## src/rtl/if_id_buffer.sv

```systemverilog
// Two-entry elastic IF/ID buffer: head register feeds decode, skid register absorbs one
// cycle of back-pressure. Flush empties the buffer; MIPS fields are sliced from the head.
module if_id_buffer #(
    parameter int unsigned PC_WIDTH    = 32,
    parameter int unsigned INSTR_WIDTH = 32
) (
    input  logic                   clk,
    input  logic                   reset,
    input  logic                   if_valid,
    output logic                   if_ready,
    input  logic [PC_WIDTH-1:0]    if_pc,
    input  logic [INSTR_WIDTH-1:0] if_instr,
    input  logic                   flush,
    output logic                   id_valid,
    input  logic                   id_ready,
    output logic [PC_WIDTH-1:0]    id_pc,
    output logic [INSTR_WIDTH-1:0] id_instr,
    output logic [5:0]             id_opcode,
    output logic [4:0]             id_rs,
    output logic [4:0]             id_rt,
    output logic [4:0]             id_rd,
    output logic [15:0]            id_imm,
    output logic [1:0]             occupancy
);

    typedef enum logic [1:0] {StEmpty, StOne, StTwo} state_e;

    state_e                 state_q, state_d;
    logic [PC_WIDTH-1:0]    head_pc_q, head_pc_d, skid_pc_q, skid_pc_d;
    logic [INSTR_WIDTH-1:0] head_instr_q, head_instr_d, skid_instr_q, skid_instr_d;
    logic                   accept, consume;

    // Handshake outputs come only from registered state: no combinational ready/valid paths.
    assign if_ready = (state_q != StTwo);
    assign id_valid = (state_q != StEmpty);
    assign accept   = if_valid && if_ready;
    assign consume  = id_valid && id_ready;

    always_comb begin
        state_d      = state_q;
        head_pc_d    = head_pc_q;
        head_instr_d = head_instr_q;
        skid_pc_d    = skid_pc_q;
        skid_instr_d = skid_instr_q;
        if (flush) begin
            // Registers hold stale contents; a word accepted this cycle is dropped.
            state_d = StEmpty;
        end else begin
            unique case (state_q)
                StEmpty: begin
                    if (accept) begin
                        head_pc_d    = if_pc;
                        head_instr_d = if_instr;
                        state_d      = StOne;
                    end
                end
                StOne: begin
                    if (accept && consume) begin
                        head_pc_d    = if_pc;
                        head_instr_d = if_instr;
                    end else if (accept) begin
                        skid_pc_d    = if_pc;
                        skid_instr_d = if_instr;
                        state_d      = StTwo;
                    end else if (consume) begin
                        state_d = StEmpty;
                    end
                end
                StTwo: begin
                    if (consume) begin
                        head_pc_d    = skid_pc_q;
                        head_instr_d = skid_instr_q;
                        state_d      = StOne;
                    end
                end
                default: state_d = StEmpty;
            endcase
        end
    end

    always_ff @(posedge clk or posedge reset) begin
        if (reset) begin
            state_q      <= StEmpty;
            head_pc_q    <= '0;
            head_instr_q <= '0;
            skid_pc_q    <= '0;
            skid_instr_q <= '0;
        end else begin
            state_q      <= state_d;
            head_pc_q    <= head_pc_d;
            head_instr_q <= head_instr_d;
            skid_pc_q    <= skid_pc_d;
            skid_instr_q <= skid_instr_d;
        end
    end

    always_comb begin
        occupancy = 2'd0;
        unique case (state_q)
            StOne:   occupancy = 2'd1;
            StTwo:   occupancy = 2'd2;
            default: occupancy = 2'd0;
        endcase
    end

    assign id_pc     = head_pc_q;
    assign id_instr  = head_instr_q;
    assign id_opcode = head_instr_q[31:26];
    assign id_rs     = head_instr_q[25:21];
    assign id_rt     = head_instr_q[20:16];
    assign id_rd     = head_instr_q[15:11];
    assign id_imm    = head_instr_q[15:0];

endmodule

```

## config.mk

```make
export PLATFORM = sky130hd
export DESIGN_NAME = if_id_buffer
export DESIGN_NICKNAME = d
export VERILOG_FILES = /design/src/rtl/if_id_buffer.sv
export SDC_FILE = /design/constraint.sdc
export NUM_CORES = 1
export LEC_CHECK = 0
export CAP_MARGIN = 0
export CORE_ASPECT_RATIO = 0.7
export CORE_UTILIZATION = 51
export DETAILED_ROUTE_END_ITERATION = 8
export PLACE_DENSITY = 0.82
export SYNTH_ARGS = -nofsm -noshare
export SYNTH_HDL_FRONTEND = slang
export SYNTH_SLANG_ARGS = --single-unit
```

## constraint.sdc

```tcl
create_clock -name clk -period 7.7 [get_ports clk]
set_input_delay 1.54 -clock clk [delete_from_list [all_inputs] [get_ports clk]]
set_output_delay 1.54 -clock clk [all_outputs]
set_load 0.01 [all_outputs]
```

==> impl_metrics.yaml, run 1 <==
finish:
  layout-drive-gt1-share: 0.4066
  area_growth_pct: 36.08
  diodes: 0
  finalNetCount: 602
  finish.instance_area_sq_um: 8103
  n_fill_cell: 690
route:
  drtIter0Drc: 125
  dr.pass1.iters: 4
  wl_per_cell_um: 17.34
  routed_via_density: 5.146
  ant_nets: 0
  post-route-drc-count: 0
  via_count: 3597
  wl_mm: 12.12
critical_path:
  crit_required_ns: 7.98
  startpoint_type: "input pin"
  startpoint: "if_valid"
  crit_path_end_kind: "flop"
  r2r-start: "state_q[0]"
  reg2reg_to: "id_instr[7]"
  r2r_cells: 6
  reg2reg_slack_ns: 4.36
  arrival_ns: 4.38
  timing.setup.critical_path_class: "input pin to flop"
  critPathMaxFanout: 38
  cp-endpoint: "id_instr[7]"
floorplanning:
  start_util: 0.5330
  rows: 32
  ios: 174
  core-area_sq_um: 11170
  dieWidth_um: 131.1
  fp.dieArea_sq_um: 12120
  die_y_um: 92.41
grt:
  grt_usage: 0.2104
  grt_pass1_wl_mm: 19.71
  grt_start_max_net_pins: 74
  antenna_found_initial: 0
  grt_pass1_vias: 3877
  grt_overflow_total: 0
run_status:
  outcome: "finished, final reports clean"
power:
  swShare: 0.2458
  p_int_mw: 1.753
  ir_drop_v: 0.0001879
  switchingPower_uw: 571.4
  leakage_nw: 3.392
  pwr-share-clk: 0.356
  power.sequential.fraction: 0.407
  power_frac_comb: 0.236
  powerDensity_nw_per_um2: 286.8
synth:
  ys_seq_area_frac: 0.5463
  synth_area_sq_um: 5954
  syn_avg_cell_area_sq_um: 15.04
  synthCells: 396
  synth-seq-cells: 130
  ys_warn_count: 0
  syn-num-nets: 465
  ys_types: 21
sta:
  worst_hold_slack_ns: 0.4851
  tightest_slew_ns: 0.9816
  fin_setup_tns_ns: 0
  slew_headroom: 0.3456
  fmax_mhz: 243.9
  setup_viol_count_final: 0
  drv_slew: 0
  rsz0062_at_grt: "no"
  clock_skew_ns: 0.006651
  period_needed_ns: 4.101
  hold_viol: 0
  finalCritPeriodShare: 0.5326
job:
  drv_cap: 0
placement:
  gp_congestion: 0.6915
  dpl.hpwl_mm: 7.879
  portBuffers: 173
  place_area_sq_um: 7488
clock_network:
  ctsResizeCount: 0
  cts.htree.levels: 4
  cts_buffer_depth: 2
  cts_hold_buf: 0
  cts_setup_buffers: 0
  clk_pin_slew_ns: 0.05
  clock-sinks: 130
  ctsRootBufferMaster: "clkbuf_16"
  clk_latency_ns: 0.40
  numCtsBuffers: 17
  cts_tree: "done"
worst_hold_path:
  min_path_type: "flop to flop"
[layout by cell type (no fill, tap or decap), drive strengths merged]
cell and count:
mux2i 1, clkbuf 22, nand2b 2, nand3 1, inv 2, clkdlybuf4s50 173
nor2b 2, buf 2, dfrtp 130, o21ai 1, nor3 1, o21a 1
or2 1, clkinvlp 2, a21oi 2, nor2 3, clkinv 5, mux2 192
bufinv 3
[synthesized netlist by cell type]
library cell,n,area (sq um)
a21oi_4,1,16.27
mux2i_1,1,10.01
inv_1,1,3.750
nor3_1,1,5.000
nand2b_4,1,13.76
o21a_1,1,7.510
nor2b_1,2,12.51
o21ai_2,1,8.760
inv_6,1,8.760
nand3_1,1,5.000
buf_6,7,78.83
nor2_1,3,11.26
clkbuf_1,4,15.01
mux2_1,10,112.6
buf_2,8,40.04
buf_4,38,285.3
a21oi_1,1,5.000
dfrtp_1,130,3253
mux2_2,182,2049
or2_2,1,6.260
nand2b_1,1,6.260
[registers in the layout (all words and copies together), names as in the netlist]
register	flops
skid_instr_q	32
id_pc	32
state_q	2
id_instr	32
skid_pc_q	32
[cell families (layout without fill, tap and decap cells)]
kind of cell | after synthesis | in the layout | synth area share
mux | 193 | 193 | 0.3648
compound gates | 4 | 4 | 0.006305
flops | 130 | 130 | 0.5463
buf+inv | 59 | 209 | 0.07249
simple gates | 10 | 10 | 0.01008
[worst min path at each step]
stage,startpoint,to,slack (ns),depth (start not counted)
3_5_place_dp,id_pc[1],id_pc[1],0.48,1
2_1_floorplan,skid_instr_q[0],skid_instr_q[0],0.47,1
3_3_place_gp,id_pc[30],id_pc[30],0.47,1
4_1_cts,id_pc[1],id_pc[1],0.49,1
5_1_grt,skid_pc_q[12],skid_pc_q[12],0.51,1
6_report,id_pc[1],id_pc[1],0.49,1
[area by class of cell]
cell class	count	area, sq um	share of cell area
Sequential cell	130	3253	0.4015
Multi-Input combinational cell	207	2282	0.2817
Timing Repair Buffer	175	1747	0.2156
Clock buffer	22	484.2	0.05976
Tap cell	153	191.4	0.02363
Clock inverter	10	130.1	0.01606
Inverter	2	15.01	0.001853
[routing by layer]
layer  track usage  part of all wire  vias to the layer above  wire length [um]
li1              -                 -                     1642                 -
met1        0.2723              0.46                     1833              5543
met2        0.3466              0.48                      113              5853
met3       0.04871             0.049                        9               598
met4       0.07941             0.010                        0               125
met5             0                 0                        -                 0
[power groups by stage]
stage,logic [mW],clock network [mW],registers [mW]
floorplan,0.285,0,0.963
CTS,0.557,0.837,0.948
detailed placement,0.554,0,0.956
global route,0.585,0.872,0.969
finish,0.549,0.828,0.947
global placement,0.539,0,0.943
[critical path: stages]
cell and delay [ns]:
clkdlybuf4s50_1 0.51, nor2b_1 0.39, nand2b_1 0.18, a21oi_4 0.75, buf_4 0.59, mux2_2 0.40
[through the flow]
stage	power [mW]	utilization	worst slack (ns)	instances
floorplan	1.249	-	2.691	396
global placement	1.482	0.6704	3.225	667
detailed placement	1.510	0.6704	3.109	667
CTS	2.342	0.7254	3.551	699
global route	2.426	0.7254	3.384	699
finish	2.324	0.7254	3.599	699
No activity file was read; power rests on OpenSTA's default activity.
==> run 2: changes to the inputs <==
- CORE_UTILIZATION: 51 -> 48
- PLACE_DENSITY: 0.82 -> 0.78
- clock period: 7.7 -> 4.2 ns (I/O delays scaled with it)
==> run 2 against run 1 <==
Against the previous run:
- combinational power increased by 84%
- final area increased by 0.37%
- register-to-register slack got worse by 2.5 ns
==> impl_metrics.yaml, run 2 (synthesized netlist as in run 1, its figures left out) <==
run_status:
  outcome: "finished, final reports clean"
finish:
  final_common_cell: "mux2_2"
  layout-drive-gt1-share: 0.4040
  final_cell_mix: "182 x mux2_2, 173 x clkdlybuf4s50_1, 130 x dfrtp_1"
  fin_util: 0.6839
  area_growth_pct: 36.58
  finish.instance_area_sq_um: 8133
  finalNetCount: 603
  diodes: 0
  n_fill_cell: 831
critical_path:
  startpoint_type: "flop"
  cp_slowest_cell: "clkdlybuf4s50_1"
  crit_chain: "nand2b_4 -> buf_4 -> clkdlybuf4s50_1"
  cpPeakStageDelay_ns: 0.63
  timing.setup.critical_path_class: "flop to output pin"
  crit_path_end_kind: "output pin"
  crit_required_ns: 3.36
  reg2reg_slack_ns: 1.84
  arrival_ns: 2.16
  critPathMaxFanout: 32
floorplanning:
  core-area_sq_um: 11890
  dieWidth_um: 135.1
  fp.dieArea_sq_um: 12860
  start_util: 0.5007
  rows: 33
  die_y_um: 95.19
  ios: 174
route:
  ant_nets: 0
  routed_via_density: 5.061
  drtIter0Drc: 155
  dr.pass1.iters: 6
  post-route-drc-count: 0
  wl_mm: 11.98
  wl_per_cell_um: 17.02
  via_count: 3563
placement:
  gp_congestion: 0.7514
  dpl.hpwl_mm: 7.528
  place_area_sq_um: 7527
  portBuffers: 173
sta:
  tightest_slew_ns: 0.9836
  period_needed_ns: 3.000
  fmax_mhz: 333.3
  fin_setup_tns_ns: 0
  setup_viol_count_final: 0
  clock_skew_ns: 0.008397
  drv_slew: 0
  rsz0062_at_grt: "no"
  hold_viol: 0
  finalCritPeriodShare: 0.7144
  slew_headroom: 0.3443
clock_network:
  cts_setup_buffers: 0
  cts_tree: "done"
  ctsRootBufferMaster: "clkbuf_16"
  cts.htree.levels: 4
  clock-sinks: 130
  numCtsBuffers: 17
  ctsResizeCount: 0
  clk_latency_ns: 0.40
  cts_buffer_depth: 2
  cts_hold_buf: 0
  clk_pin_slew_ns: 0.06
power:
  powerDensity_nw_per_um2: 521.7
  ir_drop_v: 0.0003174
  totalPowerFinal_mw: 4.243
  leakage_nw: 3.379
grt:
  antenna_found_initial: 0
  grt_start_max_net_pins: 131
  grt_pass1_vias: 3822
  grt_usage: 0.2005
  grt_pass1_wl_mm: 19.42
  grt_overflow_total: 0
job:
  drv_cap: 0
worst_hold_path:
  min_path_type: "flop to flop"
[run 2: per-layer routing]
layer	part of all wire	up-vias	global-route usage
met5	0	-	0
met4	0.0078	0	0.06461
met3	0.071	7	0.06592
met2	0.45	110	0.3162
met1	0.47	1803	0.2624
li1	-	1643	-
[run 2: final cells by class]
cell class / instances / area, sq um / share of cell area
Timing Repair Buffer: 176 / 1779 / 0.2188
Clock inverter: 11 / 155.1 / 0.01908
Clock buffer: 21 / 450.4 / 0.05538
Inverter: 2 / 16.27 / 0.002000
Multi-Input combinational cell: 207 / 2282 / 0.2806
Sequential cell: 130 / 3253 / 0.4000
Tap cell: 157 / 196.4 / 0.02415
[run 2: through the flow]
stage               worst slack (ns)  hold slack (ns)  std cells
detailed placement            0.9224           0.4798        672
finish                         1.200           0.4936        704
CTS                            1.161           0.4918        704
floorplan                      1.751           0.4737        396
global route                   1.086           0.5168        704
global placement              0.9628           0.4689        672
[run 2: worst paths after layout]
path | cells past startpoint | end | startpoint
max in group asynchronous | 3 | id_instr[4] | reset
min in group asynchronous | 3 | id_pc[25] | reset
max | 3 | if_ready | state_q[0]
min | 1 | id_pc[1] | id_pc[1]
min reg2reg | 1 | id_pc[1] | id_pc[1]
max reg2reg | 3 | skid_pc_q[5] | state_q[1]
[run 2: critical path: cells and delay by family, from the launching register on]
| kind | cells | cell delay, ns |
|---|---|---|
| buf+inv | 2 | 1.03 |
| flops | 1 | 0.49 |
| simple gates | 1 | 0.22 |
[run 2: power by group]
group,total (mW),internal [mW],switching [mW]
clock network,1.50,0.954,0.544
logic,1.01,0.666,0.344
registers,1.73,1.56,0.176
total,4.24,3.18,1.06
==> run 3: changes to the inputs <==
- CORE_UTILIZATION: 48 -> 43
- PLACE_DENSITY: 0.78 -> 0.74
- clock period: 4.2 -> 2.5 ns (I/O delays scaled with it)
==> run 3 against run 2 <==
Against the previous run:
- clock skew down 0.0023 ns
- global-route usage down 1.7 points
- critical path depth unchanged
- clock-buffer cell count up 4
- clock power up 60%
- hold slack worse by 0.0044 ns
- critical path type unchanged
- largest power group unchanged
==> impl_metrics.yaml, run 3 (synthesized netlist as in run 1, its figures left out) <==
run_status:
  outcome: "finished, final reports clean"
sta:
  period_needed_ns: 2.322
  tightest_slew_ns: 0.5197
  setup_viol_count_final: 0
  clock_skew_ns: 0.006054
  fmax_mhz: 430.6
  fin_setup_tns_ns: 0
  rsz0062_at_grt: "no"
  hold_viol: 0
  drv_slew: 0
  slew_headroom: 0.6528
  finalCritPeriodShare: 0.9289
floorplanning:
  die_y_um: 100.5
  rows: 35
  fp.dieArea_sq_um: 14330
  ios: 174
  dieWidth_um: 142.7
  start_util: 0.4473
  core-area_sq_um: 13310
critical_path:
  timing.setup.critical_path_class: "flop to output pin"
  critPathMaxFanout: 13
  critical_path_buf_inv_count: 2
  crit_chain: "nand2b_4 -> inv_6 -> clkdlybuf4s50_1"
  cp_top_family: "buffers and inverters"
  startpoint_type: "flop"
  crit_path_end_kind: "output pin"
  crit_required_ns: 2.00
  cp_slowest_cell: "clkdlybuf4s50_1"
  cpPeakStageDelay_ns: 0.56
  arrival_ns: 1.82
route:
  ant_nets: 0
  dr.pass1.iters: 4
  via_count: 3570
  wl_mm: 12.16
  routed_via_density: 4.844
  post-route-drc-count: 0
  wl_per_cell_um: 16.50
  drtIter0Drc: 102
finish:
  finalNetCount: 610
  n_fill_cell: 1039
  diodes: 0
  area_growth_pct: 38.68
  layout-drive-gt1-share: 0.4094
  finish.instance_area_sq_um: 8258
  final_cell_mix: "182 x mux2_2, 173 x clkdlybuf4s50_1, 130 x dfrtp_1"
  final_common_cell: "mux2_2"
clock_network:
  clk_pin_slew_ns: 0.05
  ctsResizeCount: 0
  cts_buffer_depth: 2
  clock-sinks: 130
  ctsRootBufferMaster: "clkbuf_16"
  cts.htree.levels: 4
  numCtsBuffers: 17
  cts_tree: "done"
  cts_hold_buf: 0
  clk_latency_ns: 0.40
  cts_setup_buffers: 0
worst_hold_path:
  min_path_type: "input pin to async pin"
placement:
  dpl.hpwl_mm: 8.399
  gp_congestion: 0.6861
  portBuffers: 173
  place_area_sq_um: 7677
power:
  p_int_mw: 5.335
  switchingPower_mw: 1.688
  power_frac_comb: 0.243
  ir_drop_v: 0.0004786
  leakage_nw: 3.444
  power.sequential.fraction: 0.415
  pwr-share-clk: 0.342
  swShare: 0.2403
  powerDensity_nw_per_um2: 850.5
grt:
  grt_start_max_net_pins: 57
  grt_pass1_wl_mm: 19.91
  grt_overflow_total: 0
  grt_pass1_vias: 3808
  antenna_found_initial: 0
  grt_usage: 0.1838
job:
  drv_cap: 0
[run 3: cell types whose count changed in the layout (fill, tap and decap cells not counted)]
| cell | change |
|---|---|
| clkinv_4 | -3 |
| clkbuf_8 | +4 |
| bufinv_16 | -1 |
| buf_12 | +5 |
| clkinvlp_4 | -4 |
| buf_4 | +2 |
| clkinv_2 | +3 |
| inv_6 | -1 |
[run 3: per-stage QoR]
step	setup slack (ns)	utilization	total power [mW]	instances	hold WS, ns
after detailed placement	0.01478	0.5767	4.673	707	0.4760
after global placement	0.1141	0.5767	4.597	707	0.4692
after CTS	0.1477	0.6203	7.114	737	0.4876
final	0.1778	0.6203	7.023	737	0.4892
after global routing	0.09525	0.6203	7.410	737	0.5096
after floorplan	0.3908	-	3.847	396	0.4737
[run 3: power groups by stage]
stage          clock network, mW  registers (mW)  logic, mW
6_report                    2.40            2.91       1.70
3_5_place_dp                   0            2.95       1.73
3_3_place_gp                   0            2.91       1.68
4_1_cts                     2.46            2.92       1.73
5_1_grt                     2.59            2.99       1.83
2_1_floorplan                  0            2.97      0.880
[run 3: layout make-up]
type                    count  area [sq um]  area share
well taps                 185         231.5     0.02803
flip-flops and latches    130          3253      0.3939
multi-input cells         207          2282      0.2764
inverters                   2         16.27    0.001970
repair buffers            183          1894      0.2294
clock buffers              25         505.5     0.06121
clock inverters             5         75.07    0.009091
[run 3: path summary, 6_finish.rpt]
check                      startpoint          endpoint  slack (ns)  depth (start not counted)
setup reg to reg           state_q[0]         id_pc[15]        0.55                          6
max in group asynchronous       reset   skid_instr_q[7]        1.37                          3
hold reg to reg              id_pc[6]          id_pc[6]        0.49                          1
min in group clk             id_pc[6]          id_pc[6]        0.49                          1
setup / recovery           state_q[0]      occupancy[1]        0.18                          3
hold / removal                  reset  skid_instr_q[27]        0.49                          2
[run 3: routing by layer]
layer  GRT usage  vias up  wire, um
li1            -     1653         -
met1      0.2441     1788      5608
met2      0.2824      112      5579
met3     0.06081       17       796
met4     0.06452        0       178
met5           0        -         0
